<file path="src/rtl/riot_timer_bank.sv">
// riot_timer_bank: CHANNELS independent 6532-style interval timers behind one
// CPU register window, with auto-reload, per-channel prescaler select, CE
// gating and a combined active-low IRQ.
// Optional feature macro: RIOT_TIMER_CASCADE_EN (cascade channel n from the
// expiries of channel n-1 when CAS=1).
module riot_timer_bank #(
    parameter int CHANNELS = 4,
    parameter int TIMER_W  = 8,
    parameter int ADDR_W   = 4,
    parameter int PS0      = 1,
    parameter int PS1      = 8,
    parameter int PS2      = 64,
    parameter int PS3      = 1024
) (
    input  logic               CLK,
    input  logic               RES,
    input  logic               CE,
    input  logic               CS,
    input  logic               R_W_n,
    input  logic [ADDR_W-1:0]  A,
    input  logic [TIMER_W-1:0] Din,
    output logic [TIMER_W-1:0] Dout,
    output logic               IRQ_n
);

    localparam int PS_W = 16;
    localparam int CH_W = ADDR_W - 2;

    typedef logic [PS_W-1:0] ps_t;

    logic [TIMER_W-1:0] count_q  [CHANNELS];
    logic [TIMER_W-1:0] count_d  [CHANNELS];
    logic [TIMER_W-1:0] reload_q [CHANNELS];
    logic [TIMER_W-1:0] reload_d [CHANNELS];
    ps_t                ps_q     [CHANNELS];
    ps_t                ps_d     [CHANNELS];
    logic [1:0]         sel_q    [CHANNELS];
    logic [1:0]         sel_d    [CHANNELS];
    logic [CHANNELS-1:0] ie_q, ie_d;
    logic [CHANNELS-1:0] ar_q, ar_d;
    logic [CHANNELS-1:0] flag_q, flag_d;
    logic [CHANNELS-1:0] exp_q, exp_d;
    logic [CHANNELS-1:0] run_q, run_d;
`ifdef RIOT_TIMER_CASCADE_EN
    logic [CHANNELS-1:0] cas_q, cas_d;
`endif

    logic [TIMER_W-1:0] dout_q;
    logic [TIMER_W-1:0] rdData;

    logic [CH_W-1:0] chanIdx;
    logic [1:0]      regSel;
    logic            wrEn;
    logic            rdEn;

    assign chanIdx = A[ADDR_W-1:2];
    assign regSel  = A[1:0];
    assign wrEn    = CS & ~R_W_n;
    assign rdEn    = CS & R_W_n;

    // Prescaler reload value (divide - 1) for a select code.
    function automatic ps_t psLoad(input logic [1:0] sel);
        case (sel)
            2'd0:    return ps_t'(PS0 - 1);
            2'd1:    return ps_t'(PS1 - 1);
            2'd2:    return ps_t'(PS2 - 1);
            default: return ps_t'(PS3 - 1);
        endcase
    endfunction

    // Per-channel next state: clears first, then the timer step (so a set
    // beats a clear), then register writes (so a COUNT write beats a step).
    always_comb begin : nextState
        logic expirePrev;
        logic thisExpire;
        logic stepFire;
        logic casMode;
        logic hit;
        logic countWr;
        expirePrev = 1'b0;
        thisExpire = 1'b0;
        stepFire   = 1'b0;
        casMode    = 1'b0;
        hit        = 1'b0;
        countWr    = 1'b0;
        ie_d       = ie_q;
        ar_d       = ar_q;
        flag_d     = flag_q;
        exp_d      = exp_q;
        run_d      = run_q;
`ifdef RIOT_TIMER_CASCADE_EN
        cas_d      = cas_q;
`endif
        for (int i = 0; i < CHANNELS; i++) begin
            count_d[i]  = count_q[i];
            reload_d[i] = reload_q[i];
            ps_d[i]     = ps_q[i];
            sel_d[i]    = sel_q[i];
            hit         = (int'(chanIdx) == i);
            countWr     = wrEn && hit && (regSel == 2'd0);
            stepFire    = 1'b0;
`ifdef RIOT_TIMER_CASCADE_EN
            casMode     = (i != 0) && cas_q[i];
`else
            casMode     = 1'b0;
`endif
            if (casMode) begin
                stepFire = run_q[i] & expirePrev;
            end else if (CE && run_q[i]) begin
                if (exp_q[i] || (ps_q[i] == '0)) begin
                    stepFire = 1'b1;
                end else begin
                    ps_d[i] = ps_q[i] - PS_W'(1);
                end
            end

            if (rdEn && hit && (regSel == 2'd0)) begin
                flag_d[i] = 1'b0;
            end
            if (wrEn && hit && (regSel == 2'd3) && Din[0]) begin
                flag_d[i] = 1'b0;
            end

            if (stepFire) begin
                if (count_q[i] != '0) begin
                    count_d[i] = count_q[i] - TIMER_W'(1);
                    ps_d[i]    = psLoad(sel_q[i]);
                end else if (ar_q[i]) begin
                    count_d[i] = reload_q[i];
                    ps_d[i]    = psLoad(sel_q[i]);
                    flag_d[i]  = 1'b1;
                end else begin
                    count_d[i] = '1;
                    exp_d[i]   = 1'b1;
                    flag_d[i]  = 1'b1;
                end
            end
            thisExpire = stepFire && (count_q[i] == '0) && !countWr;

            if (wrEn && hit) begin
                case (regSel)
                    2'd0: begin
                        count_d[i] = Din;
                        ps_d[i]    = psLoad(sel_q[i]);
                        flag_d[i]  = 1'b0;
                        exp_d[i]   = 1'b0;
                        run_d[i]   = 1'b1;
                    end
                    2'd1: begin
                        sel_d[i] = Din[1:0];
                        ie_d[i]  = Din[2];
                        ar_d[i]  = Din[3];
`ifdef RIOT_TIMER_CASCADE_EN
                        cas_d[i] = Din[4];
`endif
                    end
                    2'd2: reload_d[i] = Din;
                    default: begin
                        if (!Din[2]) begin
                            run_d[i] = 1'b0;
                        end
                    end
                endcase
            end
            expirePrev = thisExpire;
        end
    end

    // Read multiplexer; unpopulated channel slots read as zero.
    always_comb begin
        rdData = '0;
        for (int i = 0; i < CHANNELS; i++) begin
            if (int'(chanIdx) == i) begin
                case (regSel)
                    2'd0: rdData = count_q[i];
`ifdef RIOT_TIMER_CASCADE_EN
                    2'd1: rdData = TIMER_W'({cas_q[i], ar_q[i], ie_q[i], sel_q[i]});
`else
                    2'd1: rdData = TIMER_W'({ar_q[i], ie_q[i], sel_q[i]});
`endif
                    2'd2: rdData = reload_q[i];
                    default: rdData = TIMER_W'({run_q[i], exp_q[i], flag_q[i]});
                endcase
            end
        end
    end

    // State registers and registered read data.
    always_ff @(posedge CLK or posedge RES) begin
        if (RES) begin
            for (int i = 0; i < CHANNELS; i++) begin
                count_q[i]  <= '0;
                reload_q[i] <= '0;
                ps_q[i]     <= '0;
                sel_q[i]    <= '0;
            end
            ie_q   <= '0;
            ar_q   <= '0;
            flag_q <= '0;
            exp_q  <= '0;
            run_q  <= '0;
`ifdef RIOT_TIMER_CASCADE_EN
            cas_q  <= '0;
`endif
            dout_q <= '0;
        end else begin
            for (int i = 0; i < CHANNELS; i++) begin
                count_q[i]  <= count_d[i];
                reload_q[i] <= reload_d[i];
                ps_q[i]     <= ps_d[i];
                sel_q[i]    <= sel_d[i];
            end
            ie_q   <= ie_d;
            ar_q   <= ar_d;
            flag_q <= flag_d;
            exp_q  <= exp_d;
            run_q  <= run_d;
`ifdef RIOT_TIMER_CASCADE_EN
            cas_q  <= cas_d;
`endif
            if (rdEn) begin
                dout_q <= rdData;
            end
        end
    end

    assign Dout  = dout_q;
    assign IRQ_n = ~|(flag_q & ie_q);

endmodule
</file>
<file path="config.mk">
export PLATFORM = sky130hd
export DESIGN_NAME = riot_timer_bank
export DESIGN_NICKNAME = d
export VERILOG_FILES = /design/src/rtl/riot_timer_bank.sv
export SDC_FILE = /design/constraint.sdc
export NUM_CORES = 1
export LEC_CHECK = 0
export BUFFER_PORTS_ARGS = -buffer_cell sky130_fd_sc_hd__buf_4
export CAP_MARGIN = 20
export CORE_MARGIN = 1
export CORE_UTILIZATION = 40
export CTS_BUF_LIST = sky130_fd_sc_hd__clkbuf_2 sky130_fd_sc_hd__clkbuf_4 sky130_fd_sc_hd__clkbuf_8
export DETAILED_ROUTE_END_ITERATION = 8
export PLACE_DENSITY = 0.65
export REMOVE_ABC_BUFFERS = 1
export SKIP_LAST_GASP = 1
export SYNTH_ARGS = -nofsm -noshare
export SYNTH_HDL_FRONTEND = slang
export SYNTH_SLANG_ARGS = --single-unit
</file>
<file path="constraint.sdc">
create_clock -name CLK -period 6.5 [get_ports CLK]
set_input_delay 0.325 -clock CLK [delete_from_list [all_inputs] [get_ports CLK]]
set_output_delay 0.325 -clock CLK [all_outputs]
set_load 0.01 [all_outputs]
</file>
==> results.tsv, run 1 <==
metric	value	unit
Final min period	3.06	ns
GRT met3 Usage	0.0372	
# rows	56	
critical setup path kind	reg -> reg	
Max IR drop VDD	137	uV
R2R Path Start	ps_q[0]	
vias in the first global route	7814	
CP Max Fanout	10	
r2r setup slk	3.44	ns
Max-Cap Viols	0	
GRT Total Usage	0.214	
hold_buf cts	0	
die area	24800	um2
RePlAce Congestion	0.848	
WL per Instance	18.5	um
count of cell types in the netlist	71	
area occupied by multi-input gates	5240	um2
Area Growth Syn to Fin	8.72	%
CTS tree	yes	
FMAX	327	MHz
core area	23600	um2
Slew @ Worst Pin	0.982	ns
Syn Std Cell Area	9670	um2
Seq pwr share	0.463	
Register Area	4100	um2
DPL Wire Length	17.3	mm
Vias/cell	6.04	
Avg Cell Area, Syn	9.31	um2
share of total power in combinational logic	0.341	
CTS sink count	164	
crit share post-route	0.471	
CP endpoint kind	register	
EDFF count, synth	0	
ANT cells	0	
fillers	2287	
total global routing overflow	0	
Post-Route WL	25.4	mm
critical path cell sequence	inv_1, ha_1, nor4b_1, nand4_1, a21oi_1, o311ai_0, a31oi_1	
outcome	finished, violations left	
M2 GR Usage	0.338	
port bufs	25	
Remaining DRCs	0	
Reg clk slew, reported paths	0.09	ns
switching share of power	0.401	
startpoint class of the critical path	register	
Slowest-stage cell, CP	a21oi_1	
Slew headroom	0.340	
fin. max-slew vios	0	
nets	1078	
H-tree lvl count	4	
Setup Total Neg Slack	0	ns
slowest cell delay on critical path	0.75	ns
first drt pass iteration count	5	
FF-to-FF path depth	7	
WHS	-0.00769	ns
Ys Warns	0	
worst slack, placed	3.58	ns
family with the most delay on the worst path	compound AO/OA/AOI/OAI gates	
share of layout cells above drive strength 1	0.131	
worst endpoint required time	6.89	ns
leak pwr	4.33	nW
clock network fraction of total power	0.196	
Psw	1.44	mW
sequential fraction of the synthesis area	0.424	
flops & latches, synth	164	
met1 Use GR	0.301	
final hold violation count	8	
Async SR Flop Fraction	1.00	
via count	8305	
pwr dens	341	nW/um2
CTS buffer count	17	
starting density of the core	0.410	
DIE HEIGHT	157	um
wire length of the first global-routing pass	41.4	mm
Worst Setup EP	count_q[4]	
Final ANT Viol Nets	0	
worst skew pair latency	0.47	ns
Die Span X	157	um
P_int	2.14	mW
Worst Skew	0.0164	ns
initial antenna violation count	0	
reg2reg end	count_q[4]	
CTS max path bufs	2	
worst hold-check path type	in -> async	
clk root buf	clkbuf_8	
final setup margin	3.44	ns
Top Ports	26	
post-CTS setup buffer count	0	
RSZ-0062 raised after global routing	no	
beginning of the critical path	ps_q[0]	
Arr. time, crit path	3.45	ns
largest net degree at the start of global routing	85	
GRT busiest layer	met2	
WP depth	7	
synthesized instance count	1039	
initial detailed-routing violation count	702	
Final setup viols	0	
failing checks	hold timing	
Buffers & Inverters on Critical Path	1	
CTS-repair resized insts	0	
commonest register cell after synthesis	dfrtp_1	
Yosys cell counts, types with 5 or more instances:
| cell | number | area (um2) |
|---|---|---|
| a211oi_1 | 8 | 60.1 |
| a21oi_1 | 87 | 435 |
| a221oi_1 | 13 | 114 |
| a222oi_1 | 9 | 90.1 |
| a22oi_1 | 15 | 113 |
| a31oi_1 | 25 | 156 |
| and2_1 | 9 | 56.3 |
| clkbuf_1 | 44 | 165 |
| dfrtp_1 | 164 | 4100 |
| ha_1 | 19 | 238 |
| inv_1 | 35 | 131 |
| mux2_2 | 54 | 608 |
| mux2i_1 | 14 | 140 |
| nand2_1 | 82 | 308 |
| nand2b_1 | 15 | 93.8 |
| nand3_1 | 18 | 90.1 |
| nand3b_1 | 7 | 52.6 |
| nand4_1 | 15 | 93.8 |
| nand4b_1 | 5 | 43.8 |
| nor2_1 | 88 | 330 |
| nor3_1 | 34 | 170 |
| nor4_1 | 23 | 144 |
| o2111ai_1 | 6 | 52.6 |
| o211ai_1 | 6 | 45.0 |
| o21ai_0 | 43 | 215 |
| o22ai_1 | 5 | 31.3 |
| o311ai_0 | 7 | 61.3 |
| o31ai_1 | 17 | 128 |
| or2_2 | 5 | 31.3 |
| or3_1 | 18 | 113 |
| or4_1 | 20 | 150 |
| xnor2_1 | 32 | 280 |
| xor2_1 | 23 | 201 |
cell usage in the layout (no fill, tap or decap), drive strengths merged, types with 23 or more instances in the layout:
cell type    n
mux2        54
o21ai       46
inv         41
xor2        23
nor2        88
buf         33
dfrtp      164
a21oi       87
nor4        25
xnor2       32
nand2       82
a31oi       25
nor3        35
sequential cells by signal, indices dropped and copies added, names as in the netlist:
| signal | count |
|---|---|
| ps_q | 64 |
| ar_q | 4 |
| reload_q | 32 |
| count_q | 32 |
| Dout | 8 |
| ie_q | 4 |
| exp_q | 4 |
| flag_q | 4 |
| run_q | 4 |
| sel_q | 8 |
cell families after synthesis:
kind of cell	share of synthesized area
AND/OR/NAND/NOR	0.204
AO/OA/AOI/OAI	0.183
flip-flops	0.424
buffers and inverters	0.0340
multiplexers	0.0797
XOR/XNOR	0.0498
adder cells (fa/ha/maj)	0.0246
per-layer routing:
metal | up-vias | share of wire
li1 | 3885 | -
met1 | 4168 | 0.48
met2 | 231 | 0.46
met3 | 21 | 0.052
met4 | 0 | 0.012
met5 | - | 0
metrics by stage:
stage               hold WS [ns]  power [mW]  area (um2)   util  instances
global route              0.0542        3.84       10500  0.445       1374
detailed placement         0.473        2.87       10100  0.429       1341
floorplan                  0.440        2.51        9480      -        990
finish                  -0.00769        3.58       10500  0.445       1374
global placement           0.479        2.84       10100  0.429       1341
CTS                       0.0132        3.59       10500  0.444       1373
how the worst min path moves through the flow:
stage	startpoint	to	slack, ns	depth (start not counted)
global placement	Dout[4]	Dout[4]	0.48	2
global route	RES	ps_q[41]	0.05	2
CTS	RES	ps_q[46]	0.01	2
detailed placement	Dout[1]	Dout[1]	0.47	1
floorplan	Din[3]	count_q[19]	0.44	2
finish	RES	ps_q[42]	-0.008	2
area by class of cell:
cell class                      count  share of cell area
Sequential cell                   164               0.390
Timing Repair Buffer               33              0.0255
Multi-Input combinational cell    790               0.498
Clock inverter                     12             0.00916
Inverter                           36              0.0133
Tap cell                          319              0.0380
Clock buffer                       20              0.0256
power groups by stage:
stage	registers (mW)	clock network, mW	logic, mW
5_1_grt	1.70	0.765	1.37
3_5_place_dp	1.67	0	1.20
4_1_cts	1.65	0.724	1.21
2_1_floorplan	1.56	0	0.945
6_report	1.66	0.703	1.22
3_3_place_gp	1.66	0	1.18
Note: power is estimated with default switching activity, not from simulation.
==> run 2: changes to the inputs <==
Settings changed: ABC_AREA set to 1.
Clock period 6.5 ns to 3.1 ns, I/O delays scaled along.
==> results.tsv, run 2 <==
metric	value	unit
outcome	finished, violations left	
failing checks	DRC	
most frequent cells in the layout	436 x nand2_1, 172 x nor2_1, 169 x o21ai_0, 168 x inv_1, 164 x dfrtp_1	
total global routing overflow	0	
dominant cell type by area after synthesis	dfrtp_1	
fin. max-slew vios	0	
Die Span X	162	um
wl on met1	13.4	mm
clk root buf	clkbuf_8	
share of layout cells above drive strength 1	0.0807	
worst endpoint required time	3.47	ns
port bufs	25	
Synth Area in Compound Gates	0.144	
post-synth top area share	0.403	
DPL Wire Length	20.6	mm
nets	1534	
sequential fraction of the synthesis area	0.403	
post-CTS setup buffer count	0	
wire length of the first global-routing pass	46.5	mm
design area	11200	um2
count leader, synth	nand2_1	
highest routed layer	met4	
GRT Total Usage	0.227	
Regs by FF count	ps_q: 64 flops, count_q: 32 flops, reload_q: 32 flops	
startpoint class of the critical path	register	
XOR/XNOR Fraction of Synth Area	0.0309	
commonest cells in the netlist	436 x nand2_1, 172 x nor2_1, 169 x inv_1, 169 x o21ai_0, 164 x dfrtp_1	
starting density of the core	0.406	
Slowest-stage cell, CP	dfrtp_1	
CP endpoint kind	register	
Avg Cell Area, Syn	6.97	um2
RePlAce Congestion	0.939	
ranking of synthesized cells by area	dfrtp_1 40%, nand2_1 16%, o21ai_0 8.3%, nor2_1 6.3%, inv_1 6.2%	
worst hold-check path type	in -> reg	
crit share post-route	0.697	
vias in the first global route	8938	
number of flip-flops in the largest register	64	
Async SR Flop Fraction	1.00	
slowest cell delay on critical path	0.42	ns
placed cell count	1803	
# rows	58	
dpl cell area	10800	um2
Slew @ Worst Pin	0.839	ns
initial detailed-routing violation count	956	
Reg clk slew, reported paths	0.09	ns
CP Max Fanout	14	
Vias/cell	5.17	
final hold violation count	0	
initial antenna violation count	0	
worst skew pair latency	0.47	ns
critical setup path kind	reg -> reg	
commonest non-fill, non-tap cell in the layout	nand2_1	
via count	9521	
WL per Instance	15.4	um
mux share of post-synthesis cell area	0	
CTS tree	yes	
Layout Cells excl Fill	1842	
count of cell types in the netlist	44	
FMAX	463	MHz
commonest register cell after synthesis	dfrtp_1	
Buffers & Inverters on Critical Path	3	
Worst Skew	0.0131	ns
leak pwr	5.72	nW
largest family of logic cells by synthesized area	simple AND/OR/NAND/NOR gates	
Remaining DRCs	2	
largest net degree at the start of global routing	83	
flops & latches, synth	164	
RSZ-0062 raised after global routing	no	
Post-Route WL	28.4	mm
Final ANT Viol Nets	0	
WL met2	12.7	mm
H-tree lvl count	4	
EDFF count, synth	0	
Slew headroom	0.439	
synthesized instance count	1463	
core area	25100	um2
Max IR drop VDD	299	uV
CTS buffer count	17	
Final min period	2.16	ns
post-synthesis adder-cell area fraction	0.0233	
first drt pass iteration count	7	
Post-Synth Simple-Gate Area	0.316	
DIE HEIGHT	162	um
die area	26100	um2
Area Growth Syn to Fin	9.71	%
Top Ports	26	
Syn Std Cell Area	10200	um2
CTS max path bufs	2	
critical path cell sequence	nor2_1, nand2_1, nor2_1, nand2_1, inv_1, nand2_1, nand2_2, nand2_4, inv_1, nand3_1, nand2_1, inv_1	
Arr. time, crit path	2.53	ns
pwr dens	740	nW/um2
Ys Warns	0	
CTS sink count	164	
cell mode on critical path	nand2_1	
family with the most delay on the worst path	simple AND/OR/NAND/NOR gates	
Max-Cap Viols	0	
Final setup viols	0	
met3 WL post-DR	1.75	mm
Top reg by flops	ps_q	
run 2: per-layer routing:
layer | GRT usage | vias to the layer above
li1 | - | 4766
met1 | 0.326 | 4458
met2 | 0.345 | 263
met4 | 0.0660 | 0
met5 | 0 | -
met3 | 0.0442 | 34
run 2: worst paths after layout:
kind,start,to,slack [ns],cells after the start
min in group asynchronous,RES,ps_q[13],0.38,3
setup / recovery,count_q[20],ps_q[34],0.94,12
setup reg to reg,count_q[20],ps_q[34],0.94,12
hold / removal,Din[4],count_q[12],0.04,3
max in group asynchronous,RES,reload_q[14],1.81,5
hold reg to reg,Dout[1],Dout[1],0.49,2
run 2: power breakdown:
group	switching [mW]	leakage, nW	internal [mW]
combinational	2.09	3.45	1.23
clock	0.907	0.187	0.598
sequential	0.660	2.09	2.80
total	3.65	5.72	4.62
run 2: layout make-up:
cell class,instances,area (um2)
multi-input combinational,1086,5250
timing repair buffer,42,343
tap,330,413
inverter,187,709
sequential,164,4100
clock inverter,14,116
clock buffer,18,248
antenna,1,2.50
fill,2648,13900
run 2: worst reg2reg max path: stages (launching register included):
cell and delay, ns:
dfrtp_1 0.42, nor2_1 0.15, nand2_1 0.11, nor2_1 0.14
nand2_1 0.19, inv_1 0.30, nand2_1 0.11, nand2_2 0.11
nand2_4 0.12, inv_1 0.22, nand3_1 0.10, nand2_1 0.07
inv_1 0.04
run 2: timing repair:
action | 4_1_cts | 5_1_grt
hold buffers | 6 | 0
hold endpoints to repair | 90 | 0
gates resized for setup | 0 | 0
run 2: kinds of logic (layout without fill, tap and decap cells):
logic type	Yosys count	after routing
other cells	0	1
simple gates	763	763
flops	164	164
compound gates	268	268
xor+xnor	36	36
buf+inv	213	261
fa+ha+maj	19	19
run 2: per-stage QoR:
| stage | power (mW) | TNS [ns] | hold WS (ns) | setup slack [ns] | utilization |
|---|---|---|---|---|---|
| floorplan | 5.90 | -244.09 | 0.276 | -1.49 | - |
| global placement | 6.69 | 0 | 0.363 | 1.02 | 0.428 |
| detailed placement | 6.76 | 0 | 0.364 | 0.980 | 0.428 |
| CTS | 8.30 | 0 | 0.0154 | 0.986 | 0.445 |
| global route | 9.02 | 0 | 0.0479 | 0.629 | 0.445 |
| finish | 8.28 | 0 | 0.0435 | 0.940 | 0.445 |
